[src/rtl/slave_responder.sv]
// rtl/slave_responder.sv - memory-backed slave with in-order, fixed-latency read responses
// Optional feature macro: SLAVE_RESPONDER_THROTTLE_EN (forbids back-to-back acceptances)

module slave_responder #(
    parameter int DATA_W          = 32,
    parameter int ADDR_W          = 32,
    parameter int DEPTH           = 16,
    parameter int LATENCY         = 4,
    parameter int MAX_OUTSTANDING = 2
) (
    input  logic              clk,
    input  logic              rst,
    input  logic              req,
    input  logic              cmd,
    input  logic [ADDR_W-1:0] addr,
    input  logic [DATA_W-1:0] wdata,
    output logic              ack,
    output logic              resp,
    output logic [DATA_W-1:0] rdata
);

    localparam int IDX_W = (DEPTH > 1) ? $clog2(DEPTH) : 1;
    localparam int CNT_W = $clog2(MAX_OUTSTANDING + 1);

    // Storage and read pipeline state
    logic [DATA_W-1:0]  mem_q  [DEPTH];
    logic [LATENCY-1:0] valid_q;
    logic [LATENCY-1:0] valid_d;
    logic [DATA_W-1:0]  data_q [LATENCY];
    logic [CNT_W-1:0]   pending_q;
    logic [CNT_W-1:0]   pending_d;

    logic             throttle_ok;
    logic [IDX_W-1:0] idx;
    logic             accept;
    logic             accept_rd;
    logic             accept_wr;
    logic             unused_addr;

    // Only the word-index bits select storage; upper bits alias and byte-lane bits are ignored
    assign idx         = addr[IDX_W+1:2];
    assign unused_addr = ^addr;

    // The last pipeline stage is the response; its data stage is zero whenever it is not valid
    assign resp  = valid_q[LATENCY-1];
    assign rdata = data_q[LATENCY-1];

    // A retiring response frees its slot in the same cycle, so a full queue can still accept then
    assign ack = !rst && req && throttle_ok &&
                 ((pending_q < CNT_W'(MAX_OUTSTANDING)) || resp);

    assign accept    = ack;
    assign accept_rd = accept && !cmd;
    assign accept_wr = accept && cmd;

`ifdef SLAVE_RESPONDER_THROTTLE_EN
    logic throttle_q;

    // Flop is set by every acceptance and clears the following cycle, so it toggles per accept
    always_ff @(posedge clk or posedge rst) begin
        if (rst) begin
            throttle_q <= 1'b0;
        end else begin
            throttle_q <= accept;
        end
    end

    assign throttle_ok = !throttle_q;
`else
    assign throttle_ok = 1'b1;
`endif

    // Word storage: written on accepted writes, cleared by reset
    always_ff @(posedge clk or posedge rst) begin
        if (rst) begin
            for (int i = 0; i < DEPTH; i++) begin
                mem_q[i] <= '0;
            end
        end else if (accept_wr) begin
            mem_q[idx] <= wdata;
        end
    end

    // Next valid vector: shift towards the response stage, new read enters stage 0
    always_comb begin
        valid_d = (valid_q << 1) | LATENCY'(accept_rd);
    end

    // Read pipeline: data is captured at acceptance so later writes cannot disturb it
    always_ff @(posedge clk or posedge rst) begin
        if (rst) begin
            valid_q <= '0;
            for (int i = 0; i < LATENCY; i++) begin
                data_q[i] <= '0;
            end
        end else begin
            valid_q   <= valid_d;
            data_q[0] <= accept_rd ? mem_q[idx] : '0;
            for (int i = 1; i < LATENCY; i++) begin
                data_q[i] <= data_q[i-1];
            end
        end
    end

    // Outstanding-read count: up on read acceptance, down on response, unchanged when both
    always_comb begin
        pending_d = pending_q;
        if (accept_rd && !resp) begin
            pending_d = pending_q + CNT_W'(1);
        end else if (!accept_rd && resp) begin
            pending_d = pending_q - CNT_W'(1);
        end
    end

    // Outstanding-read counter register
    always_ff @(posedge clk or posedge rst) begin
        if (rst) begin
            pending_q <= '0;
        end else begin
            pending_q <= pending_d;
        end
    end

endmodule

[config.mk]
export PLATFORM = sky130hd
export DESIGN_NAME = slave_responder
export DESIGN_NICKNAME = d
export VERILOG_FILES = /design/src/rtl/slave_responder.sv
export SDC_FILE = /design/constraint.sdc
export NUM_CORES = 1
export LEC_CHECK = 0
export ABC_AREA = 1
export BUFFER_PORTS_ARGS = -buffer_cell sky130_fd_sc_hd__buf_2
export CORE_ASPECT_RATIO = 1.1
export CORE_UTILIZATION = 35
export DETAILED_ROUTE_END_ITERATION = 8
export SLEW_MARGIN = 5
export SYNTH_ARGS = -nofsm -noshare
export SYNTH_HDL_FRONTEND = slang
export SYNTH_SLANG_ARGS = --single-unit
[constraint.sdc]
create_clock -name clk -period 55 [get_ports clk]
set_input_delay 2.75 -clock clk [delete_from_list [all_inputs] [get_ports clk]]
set_output_delay 2.75 -clock clk [all_outputs]
set_load 0.02 [all_outputs]
# Yosys cells after proc, flatten, opt, wreduce, memory -nomap -nowiden

Cells that the tools add are included.

Bits in registers: 646
Word-level logic and storage cells: 51
Output and inout port bits: 34

Add/sub/neg operators: 2
Mux-type cells: 9
Bitwise operators: 2
Reductions and logical operators: 13
Magnitude comparators: 3

Operators with widths:

| kind                                                        | count |
|---|---|
| bitwise mux 512 bit                                         | 1 |
| binary-select mux 32 bit (select 4 bit)                     | 1 |
| demux 32 bit (select 4 bit)                                 | 1 |
| 2-to-1 mux 32 bit                                           | 4 |
| logical AND 1 bit                                           | 7 |
| greater-or-equal comparator 5 bit (second input constant)   | 1 |
| less-than comparator 5 x 1 -> 1 bit (second input constant) | 1 |
| NOT 4 -> 5 bit                                              | 1 |
| logical NOT 1 bit                                           | 4 |
| 2-to-1 mux 2 bit                                            | 2 |
| bitwise OR 4 x 1 -> 4 bit                                   | 1 |
| adder 2 x 1 -> 2 bit (second input constant)                | 1 |
| less-than comparator 2 bit (second input constant)          | 1 |
| nonzero test 2 bit                                          | 1 |
| subtractor 2 x 1 -> 2 bit (second input constant)           | 1 |
| logical OR 1 bit                                            | 1 |

# Logic depth before layout (Yosys ltp)

Depth after elaboration: 8
Depth in mapped cells: 12
Gate-level depth less buffers: 9

# Worst setup path before layout

No wires, ideal clock.

Path kind: input -> output
From: in rst
To: out ack
Slack: 34.378 ns
Path buffers: 0
Arrival time: 17.872 ns
Stages: 3
Cell sequence: inv_1 -> nand3_2 -> inv_1

Word-level cells in the longest chain between the ends: 3

Ends and longest elaborated chain:

| item                               | RTL line | RTL |
|---|---|---|
| from (decl)                        | 12       | `input logic rst,` |
| logical NOT 1 bit (no source line) | -        |  |
| logical AND 1 bit (2 in series)    | 49       | `assign ack = !rst && req && throttle_ok &&` |
| to (decl)                          | 17       | `output logic ack,` |

No other way between the ends.

==> impl_metrics.py <==
metrics = {
    "cts": {
        "cts_buffers": 66,
        "clock-sinks": 646,
        "cts_hold_buffers": 0,
        "post_cts.repair.setup_buffers": 0,
        "clk-insertion-delay-late_ns": 0.60,
        "path_clk_slew_ns": 0.07,
        "cts-root-buf": "clkbuf_16",
        "clk_path_buf_depth": 3,
        "cts_resized": 0,
        "htree_levels": 3,
        "cts_tree": "done",
    },
    "drt": {
        "wl_met2_um": 37100,
        "drt-pass1-iter-count": 5,
        "drc": 0,
        "viasPerCell": 4.82,
        "ant_nets": 0,
        "wl_met1_um": 35200,
        "num_vias": 22000,
        "drt-total-wl_um": 78800,
        "post_drt_wl_per_cell_um": 17.2,
        "route.met3.wl_um": 4370,
        "highest_layer": "met5",
        "drt_iter0_markers": 1996,
    },
    "sta": {
        "hold_viol_final": 0,
        "setup_viol": 0,
        "setup_ws_ns": 48.19,
        "final_max_slew_viol_count": 0,
        "fin_crit_ns": 6.81,
        "tns_ns": 0,
        "skew_ns": 0.0149,
        "slew_headroom_pct": 19.0,
        "period_share_pct": 12.4,
        "rsz0062_at_grt": "false",
        "max_freq_mhz": 147,
        "tightest_slew_ns": 1.21,
    },
    "worst_setup_path": {
        "crit_required_ns": 55.61,
        "critical_path.startpoint_type": "input pin",
        "path_class": "in2async",
        "worstSetupEndpointType": "async pin",
        "reg2reg_slack_ns": 51.81,
        "crit_arrival_ns": 7.42,
        "worstPathMaxFanout": 150,
    },
    "hold_path": {
        "hold_class": "reg2reg",
    },
    "global_routing": {
        "overflow": 0,
        "grtUsageTotal_pct": 19.6,
        "grt_max_degree": 151,
        "grt_pass1_vias": 21000,
        "antenna_found_initial": 3,
        "grt_pass1_wl_um": 124000,
    },
    "status": {
        "outcome": "finished, final reports clean",
    },
    "synthesis": {
        "synth_nets": 3638,
        "syn_inst": 3569,
        "ys_seq_area_share_pct": 57.5,
        "synth.ff_latch_count": 646,
        "synth-warning-count": 0,
        "synthesis.area_um2": 28100,
        "yosysUniqueCellTypes": 21,
        "syn_area_per_cell_um2": 7.88,
    },
    "cells_and_area": {
        "nets": 3546,
        "syn_to_final_growth_pct": 10.6,
        "final_common_cell": "nand2_1",
        "n_antenna_cell": 0,
        "most-common-layout-cells": "nand2_1 (1833), dfrtp_1 (646), o21ai_0 (345)",
        "fillers": 8191,
        "finalInstanceArea_um2": 31100,
        "drive_above_1_share_pct": 7.06,
    },
    "floorplan": {
        "num_rows": 108,
        "pin_count": 102,
        "die_area_um2": 81500,
        "die_h_um": 299,
        "coreArea_um2": 79200,
        "die_width_um": 272,
        "initial_core_util_pct": 35.5,
    },
    "power_and_ir_drop": {
        "power-per-cell-area_nw_per_um2": 39.1,
        "vdd_drop_max_mv": 0.0301,
        "power.leakage_nw": 16.6,
        "p_total_w": 0.00122,
    },
    "placement": {
        "hpwlAfterDp_um": 41500,
        "placed_cell_area_um2": 28900,
        "io_buffers": 73,
        "pre_cts_slack_ns": 47.22,
        "place_congestion": 0.769,
    },
    "flow_run": {
        "max_cap_violations": 0,
    },
}
==> flip-flops by register name (all words and copies together) (netlist names) <==
name       flops
rdata         32
mem_q        512
valid_q        4
pending_q      2
data_q        96
==> cells by family after synthesis <==
logic type	after synthesis	synth area share, %
simple gates	2085	28.2
flops	646	57.5
compound gates	514	9.15
buf+inv	321	5.07
xor+xnor	2	0.0623
fa+ha+maj	1	0.0445
==> area by class of cell <==
type	instances	area, um2	share of cell area (%)
sequential	646	16200	51.9
tap	1045	1310	4.20
inverter	46	190	0.611
multi-input combinational	2602	10600	33.9
clock inverter	19	214	0.687
clock buffer	97	1970	6.34
timing repair buffer	115	717	2.30
==> worst max-delay path: stages <==
cell,delay (ns)
buf_2,0.13
inv_8,0.42
buf_4,0.79
buf_12,0.58
buf_4,0.83
buf_4,0.78
buf_4,0.79
==> synth_stat cells <==
cell | n | share of area [%]
clkbuf_2 | 1 | 0.018
buf_1 | 23 | 0.31
a21oi_1 | 161 | 2.9
buf_4 | 32 | 0.85
buf_2 | 79 | 1.4
nor2_4 | 6 | 0.24
inv_1 | 43 | 0.57
dfrtp_1 | 646 | 57
ha_1 | 1 | 0.044
nand3b_2 | 1 | 0.040
nand2_1 | 1835 | 24
o21ai_0 | 345 | 6.1
o21ai_1 | 8 | 0.14
xnor2_1 | 2 | 0.062
nand3_2 | 5 | 0.18
inv_2 | 3 | 0.040
nor2_2 | 6 | 0.13
clkbuf_1 | 140 | 1.9
nand2_4 | 1 | 0.040
nor2_1 | 230 | 3.1
nand2_2 | 1 | 0.022
==> report_power, final <==
group / internal, W / switching [W]
clock: 0.000268 / 0.000188
combinational: 0.0000619 / 0.000108
sequential: 0.000553 / 0.0000374
total: 0.000883 / 0.000334
==> layer usage <==
metal / GRT usage (%) / vias to the layer above
met1: 26.4 / 10500
met5: 0 / -
met3: 2.69 / 127
met2: 32.4 / 554
met4: 6.59 / 2
li1: - / 10800
==> metrics by stage <==
step / hold slack [ns] / cells / utilization, %
after floorplan: 0.331 / 3569 / -
after global placement: 0.331 / 4454 / 36.5
after detailed placement: 0.335 / 4454 / 36.5
after CTS: 0.346 / 4570 / 39.3
after global routing: 0.347 / 4570 / 39.3
final: 0.342 / 4570 / 39.3
==> path summary, 6_finish.rpt <==
path | start | end | depth (start not counted)
setup / recovery | rst | rdata[16] | 7
hold / removal | data_q[73] | data_q[41] | 0
setup reg to reg | pending_q[1] | mem_q[425] | 8
hold reg to reg | data_q[73] | data_q[41] | 0
max in group clk | rst | ack | 5
min in group asynchronous | rst | mem_q[450] | 2
No activity file was read; power rests on OpenSTA's default activity.
